File: config.mk
export PLATFORM = sky130hd
export DESIGN_NAME = pipe_stage_reg
export DESIGN_NICKNAME = d
export VERILOG_FILES = /design/src/rtl/pipe_stage_reg.sv
export SDC_FILE = /design/constraint.sdc
export NUM_CORES = 1
export LEC_CHECK = 0
export BUFFER_PORTS_ARGS = -buffer_cell sky130_fd_sc_hd__buf_2
export CAP_MARGIN = 30
export CORE_MARGIN = 10
export CORE_UTILIZATION = 46
export CTS_CLUSTER_SIZE = 16
export DETAILED_ROUTE_END_ITERATION = 10
export HOLD_SLACK_MARGIN = 0.03
export PLACE_DENSITY = 0.79
export SKIP_LAST_GASP = 1
export SYNTH_ARGS = -nofsm -noshare
export SYNTH_HDL_FRONTEND = slang
export SYNTH_SLANG_ARGS = --single-unit
File: constraint.sdc
create_clock -name clk -period 2.15 [get_ports clk]
set_input_delay 0.43 -clock clk [delete_from_list [all_inputs] [get_ports clk]]
set_output_delay 0.43 -clock clk [all_outputs]
set_load 0.05 [all_outputs]
File: src/rtl/pipe_stage_reg.sv
// Inter-stage pipeline register: carries one instruction slot between MIPS stages,
// with bubble/exception entry, saturating stall/bubble counters and a stuck-stall watchdog.
module pipe_stage_reg #(
  parameter int unsigned          PAYLOAD_W        = 32,
  parameter int unsigned          EXC_W            = 5,
  parameter logic [31:0]          HANDLER_PC       = 32'h0000_4180,
  parameter bit                   KEEP_PC_ON_FLUSH = 1'b1,
  parameter int unsigned          CNT_W            = 16,
  parameter int unsigned          STALL_LIMIT      = 0
) (
  input  logic                 clk,
  input  logic                 reset,
  input  logic                 stall,
  input  logic                 flush,
  input  logic                 req,
  input  logic                 cnt_clr,
  input  logic                 in_valid,
  input  logic [31:0]          in_ins,
  input  logic [31:0]          in_pc,
  input  logic [31:0]          in_pcplus4,
  input  logic [EXC_W-1:0]     in_exc,
  input  logic                 in_bd,
  input  logic [PAYLOAD_W-1:0] in_payload,
  output logic                 out_valid,
  output logic [31:0]          out_ins,
  output logic [31:0]          out_pc,
  output logic [31:0]          out_pcplus4,
  output logic [EXC_W-1:0]     out_exc,
  output logic                 out_bd,
  output logic [PAYLOAD_W-1:0] out_payload,
  output logic [CNT_W-1:0]     stall_cnt,
  output logic [CNT_W-1:0]     bubble_cnt,
  output logic                 stall_stuck
);

  logic                 valid_q, valid_d;
  logic [31:0]          ins_q, ins_d;
  logic [31:0]          pc_q, pc_d;
  logic [31:0]          pcplus4_q, pcplus4_d;
  logic [EXC_W-1:0]     exc_q, exc_d;
  logic                 bd_q, bd_d;
  logic [PAYLOAD_W-1:0] payload_q, payload_d;
  logic [CNT_W-1:0]     stall_cnt_q, stall_cnt_d;
  logic [CNT_W-1:0]     bubble_cnt_q, bubble_cnt_d;
  logic                 hold;
  logic                 bubble;

  // A stall only holds when neither exception entry nor a bubble overrides it.
  assign hold   = stall & ~req & ~flush;
  assign bubble = flush & ~req;

  always_comb begin
    valid_d   = valid_q;
    ins_d     = ins_q;
    pc_d      = pc_q;
    pcplus4_d = pcplus4_q;
    exc_d     = exc_q;
    bd_d      = bd_q;
    payload_d = payload_q;
    if (req) begin
      valid_d   = 1'b0;
      ins_d     = '0;
      pc_d      = HANDLER_PC;
      pcplus4_d = '0;
      exc_d     = '0;
      bd_d      = 1'b0;
      payload_d = '0;
    end else if (flush) begin
      valid_d   = 1'b0;
      ins_d     = '0;
      pcplus4_d = '0;
      exc_d     = '0;
      payload_d = '0;
      pc_d      = KEEP_PC_ON_FLUSH ? in_pc : 32'h0;
      bd_d      = KEEP_PC_ON_FLUSH ? in_bd : 1'b0;
    end else if (!stall) begin
      valid_d   = in_valid;
      ins_d     = in_ins;
      pc_d      = in_pc;
      pcplus4_d = in_pcplus4;
      exc_d     = in_exc;
      bd_d      = in_bd;
      payload_d = in_payload;
    end
  end

  always_comb begin
    stall_cnt_d  = stall_cnt_q;
    bubble_cnt_d = bubble_cnt_q;
    if (cnt_clr) begin
      stall_cnt_d  = '0;
      bubble_cnt_d = '0;
    end else begin
      if (hold && !(&stall_cnt_q))
        stall_cnt_d = stall_cnt_q + CNT_W'(1);
      if (bubble && !(&bubble_cnt_q))
        bubble_cnt_d = bubble_cnt_q + CNT_W'(1);
    end
  end

  always_ff @(posedge clk) begin
    if (!reset) begin
      valid_q      <= 1'b0;
      ins_q        <= '0;
      pc_q         <= '0;
      pcplus4_q    <= '0;
      exc_q        <= '0;
      bd_q         <= 1'b0;
      payload_q    <= '0;
      stall_cnt_q  <= '0;
      bubble_cnt_q <= '0;
    end else begin
      valid_q      <= valid_d;
      ins_q        <= ins_d;
      pc_q         <= pc_d;
      pcplus4_q    <= pcplus4_d;
      exc_q        <= exc_d;
      bd_q         <= bd_d;
      payload_q    <= payload_d;
      stall_cnt_q  <= stall_cnt_d;
      bubble_cnt_q <= bubble_cnt_d;
    end
  end

  generate
    if (STALL_LIMIT > 0) begin : g_watchdog
      localparam int unsigned RUN_W = $clog2(STALL_LIMIT + 1);
      localparam logic [RUN_W-1:0] RUN_MAX = RUN_W'(STALL_LIMIT);
      logic [RUN_W-1:0] run_q, run_d;
      logic             stuck_q, stuck_d;

      always_comb begin
        run_d = '0;
        if (hold)
          run_d = (run_q == RUN_MAX) ? run_q : run_q + RUN_W'(1);
        // Flag follows the run value being written, so it rises on the limit-th hold edge.
        stuck_d = (run_d == RUN_MAX);
      end

      always_ff @(posedge clk) begin
        if (!reset) begin
          run_q   <= '0;
          stuck_q <= 1'b0;
        end else begin
          run_q   <= run_d;
          stuck_q <= stuck_d;
        end
      end

      assign stall_stuck = stuck_q;
    end else begin : g_no_watchdog
      assign stall_stuck = 1'b0;
    end
  endgenerate

  assign out_valid   = valid_q;
  assign out_ins     = ins_q;
  assign out_pc      = pc_q;
  assign out_pcplus4 = pcplus4_q;
  assign out_exc     = exc_q;
  assign out_bd      = bd_q;
  assign out_payload = payload_q;
  assign stall_cnt   = stall_cnt_q;
  assign bubble_cnt  = bubble_cnt_q;

endmodule

# --- Word level (Yosys, flattened, before mapping) ---
# Index checks and enable logic that the tools add are counted.
totals:
  word_cells: 34
  register_bits: 167
  out_inout_bits: 168
classes:
  bitwise: 6
  addsub: 2
  n_mux: 5
  eq_ne: 2
  n_reduce_logical: 9
ops:
  columns: ["operator", "n"]
  rows:
  - ["$mux 32", 2]
  - ["$add 16x1->16 const B", 2]
  - ["$reduce_and 16->1", 2]
  - ["$mux 15", 1]
  - ["$reduce_or 2->1", 2]
  - ["$and 1x1->1", 3]
  - ["$ne 3x1->1 const B", 1]
  - ["$not 1->1", 3]
  - ["$reduce_or 3->1", 1]
  - ["$logic_and 1x1->1", 2]
  - ["$logic_not 1->1", 2]
  - ["$mux 1", 2]
  - ["$ne 2x1->1 const B", 1]

# --- Logic depth before layout (Yosys ltp) ---
depth:
  word_depth: 4
  mapped_depth: 6
  depth_no_buf: 5

# --- Worst setup path after synthesis ---
# Ideal clock, no wire load.
synth_timing:
  path_type: "register -> register"
  start: "register stall_cnt_q[1], in the netlist stall_cnt[1]"
  end: "register stall_cnt_q[14], in the netlist stall_cnt[14]"
  path_stages_with_launch: 6
  required_ps: 2004
  period_less_slack_ps: 2184
  path_buffers: 0
  setup_slack_ps: -34
  setup_time_ps: 146
  t_arrival_ps: 2037
  cell_sequence: "dfxtp_1 ha_1 inv_1 or4_4 o311ai_0 o41ai_1"
synth_between:
  elab_chain_len: 3
  elab_cells_between_ends: 4
synth_lines:
  columns: ["element", "line_no", "rtl"]
  rows:
  - ["start: declaration", "43", "logic [CNT_W-1:0] stall_cnt_q, stall_cnt_d;"]
  - ["start signal: assignment", "120", "stall_cnt_q <= stall_cnt_d;"]
  - ["parallel branches: the longest is 3 deep, another holds $add 16x1->16", null, null]
# Several ways; the timed one is not identified.
# A chain may end at the register's enable or synchronous reset.

# --- Worst setup path after layout ---
# Ends and elaborated chain as after synthesis.

==> flow_summary.ini <==
[layout]
final_cells = 1189
fin_nets = 1139
drive_gt1_frac = 0.359
fin_util = 0.633
synthToLayoutAreaGrowth_pct = 35.2
fillers = 1162
antenna_cells = 0
fin_area_um2 = 8780
final_common_cell = buf_2
final_cell_mix = 306 x buf_2, 165 x dfxtp_1, 122 x nor2_1

[routing]
routed_wl_um = 20300
vias = 6035
drt_iter0_drc = 386
drc = 0
via_per_inst = 5.08
dr.pass1.iters = 5
wire_per_inst_um = 17.1
antenna_left = 0

[sta]
slew_violations = 0
worst_slew_pin_slew_ns = 0.733
rsz0062_at_grt = no
setup_ws_ns = 0.251
min_period_ns = 1.90
skew_ns = 0.00699
finalSetupViolations = 0
finalCritPeriodShare = 0.883
maxSlewHeadroom = 0.511
fin_tns_setup_ns = 0
hold_viol = 0
whs_ns = 0.250
fmax_mhz = 527

[worst_setup_path]
path_class = register to register
arrival_ns = 2.17
reg2reg_slack_ns = 0.25
r2r-start = stall_cnt[1]$_SDFFE_PP0P_
critPathLaunch = stall_cnt[1]$_SDFFE_PP0P_
crit_fanout = 7
end_kind = register
worst_setup_path_start_kind = register
crit_required_ns = 2.43

[synthesis]
ys_seq_elements = 167
syn_avg_cell_area_um2 = 9.30
synth-seq-area-share = 0.515
synth_cells = 698
synth.distinct_cells = 45
synth_warnings = 0
syn_nets = 841
syn_area_um2 = 6490

[global_route]
grt_max_degree = 103
grt_pass1_wl_um = 31200
antenna_found_initial = 0
first_global_vias = 5823
gr-total-overflow = 0
grt_util_all_layers = 0.195

[placement]
placed_cell_area_um2 = 8230
dp_slack_ns = 0.270
placedCellCount = 1157
gp_congestion = 0.896
port_buffers = 307
place_hpwl_um = 15300

[floorplanning]
rows = 43
start_util = 0.468
die_x_um = 139
dieHeight_um = 139
io_pins = 309
dieArea_um2 = 19300
coreArea_um2 = 13900

[power_and_ir_drop]
internal-power_mw = 5.05
fin_total_pwr_mw = 6.79
pwr-share-clk = 0.421
p_leak_nw = 4.32
seqPwrFrac = 0.469
switchingPower_mw = 1.74
peakVddDrop_uv = 581
p_comb_frac = 0.110
sw_frac_of_total = 0.256
powerDensity_nw_per_um2 = 774

[cts]
hold_buffers = 0
cts_resized = 0
tritoncts = yes
cts_made_buffers = 17
worstSkewPairLatency_ns = 0.41
clk_path_buf_depth = 2
cts.sinks = 167
cts.clk_slew.worst_paths_ns = 0.06
h-tree-depth = 4
post_cts_buffers = 0
root_buffer = clkbuf_16

[min_path]
hp-class = input port to register
hp-start = in_pcplus4[1]

[job]
drv_cap = 0

[run_status]
status = finished, final reports clean
==> metal layers <==
metal  wire [um]  track usage
met1        8030        0.219
met2       10200        0.340
met3        1650       0.0726
met4         386       0.0549
met5           0            0
==> Yosys cell counts <==
| master | count | area, um^2 |
|---|---|---|
| dfxtp_1 | 167 | 3340 |
| nor2_1 | 122 | 458 |
| mux2i_1 | 113 | 1130 |
| nand2_1 | 85 | 319 |
| a21oi_1 | 42 | 210 |
| clkbuf_1 | 32 | 120 |
| nand2b_1 | 16 | 100 |
| nand4_1 | 13 | 81.3 |
| nand3_1 | 12 | 60.1 |
| nor3_1 | 9 | 45.0 |
| or4_1 | 9 | 67.6 |
| nor4_1 | 8 | 50.1 |
| buf_2 | 7 | 35.0 |
| o21ai_0 | 6 | 30.0 |
| a31oi_1 | 5 | 31.3 |
| inv_1 | 5 | 18.8 |
| o31ai_1 | 4 | 30.0 |
| or3_1 | 4 | 25.0 |
| and3_1 | 3 | 18.8 |
| and4_1 | 3 | 26.3 |
| o21a_1 | 3 | 22.5 |
| o311ai_0 | 3 | 26.3 |
| a41o_1 | 2 | 20.0 |
| ha_1 | 2 | 25.0 |
| nor2b_1 | 2 | 12.5 |
| o41ai_1 | 2 | 17.5 |
| a211oi_1 | 1 | 7.51 |
| a311oi_1 | 1 | 8.76 |
| a41o_2 | 1 | 11.3 |
| and3_2 | 1 | 7.51 |
| and4b_1 | 1 | 10.0 |
| buf_1 | 1 | 3.75 |
| buf_4 | 1 | 7.51 |
| clkbuf_2 | 1 | 5.00 |
| conb_1 | 1 | 3.75 |
| nand2_2 | 1 | 6.26 |
| nand4b_1 | 1 | 8.76 |
| nand4bb_4 | 1 | 27.5 |
| nor3b_1 | 1 | 7.51 |
| o211ai_1 | 1 | 7.51 |
| or2_1 | 1 | 6.26 |
| or3_2 | 1 | 7.51 |
| or3_4 | 1 | 11.3 |
| or4_4 | 1 | 11.3 |
| or4b_2 | 1 | 10.0 |
==> worst max-delay path: stages, from the launching register on <==
cell and delay (ns):
dfxtp_2 0.38, ha_1 0.23, inv_1 0.13, or4_4 0.57
o311ai_0 0.33, o41ai_1 0.13
==> cell type report <==
cell class | count | area, um^2 | area share
Multi-Input combinational cell | 484 | 2970 | 0.338
Clock buffer | 22 | 454 | 0.0517
Clock inverter | 10 | 97.6 | 0.0111
Inverter | 5 | 18.8 | 0.00214
Tap cell | 180 | 225 | 0.0256
Timing Repair Buffer | 321 | 1670 | 0.190
Sequential cell | 167 | 3350 | 0.381
==> final timing paths <==
check / to / cells after the start
max reg2reg: stall_cnt[14]$_SDFFE_PP0P_ / 5
max: stall_cnt[14]$_SDFFE_PP0P_ / 5
min: out_pcplus4[1]$_SDFFE_PP0N_ / 3
min reg2reg: out_pc[6]$_SDFFE_PP0P_ / 2
==> power by group through the flow <==
stage / Clock [mW] / Combinational, mW / Sequential, mW
floorplan: 0 / 0.274 / 3.48
global placement: 0 / 0.740 / 3.25
detailed placement: 0 / 0.749 / 3.26
CTS: 2.92 / 0.753 / 3.19
global route: 3.04 / 0.802 / 3.19
finish: 2.86 / 0.749 / 3.19
==> sequential cells by signal, summed over array words and instances (netlist names), 5 cells and up <==
signal and count:
out_ins 32, out_pcplus4 32, bubble_cnt 16, out_pc 32, out_exc 5, stall_cnt 16, out_payload 32
==> cells by family after synthesis <==
kind of cell	synth area share
simple gates	0.212
other cells	0.000577
compound gates	0.0651
buf+inv	0.0293
mux	0.174
flops	0.515
fa+ha+maj	0.00385
(Power assumes the default switching activity.)
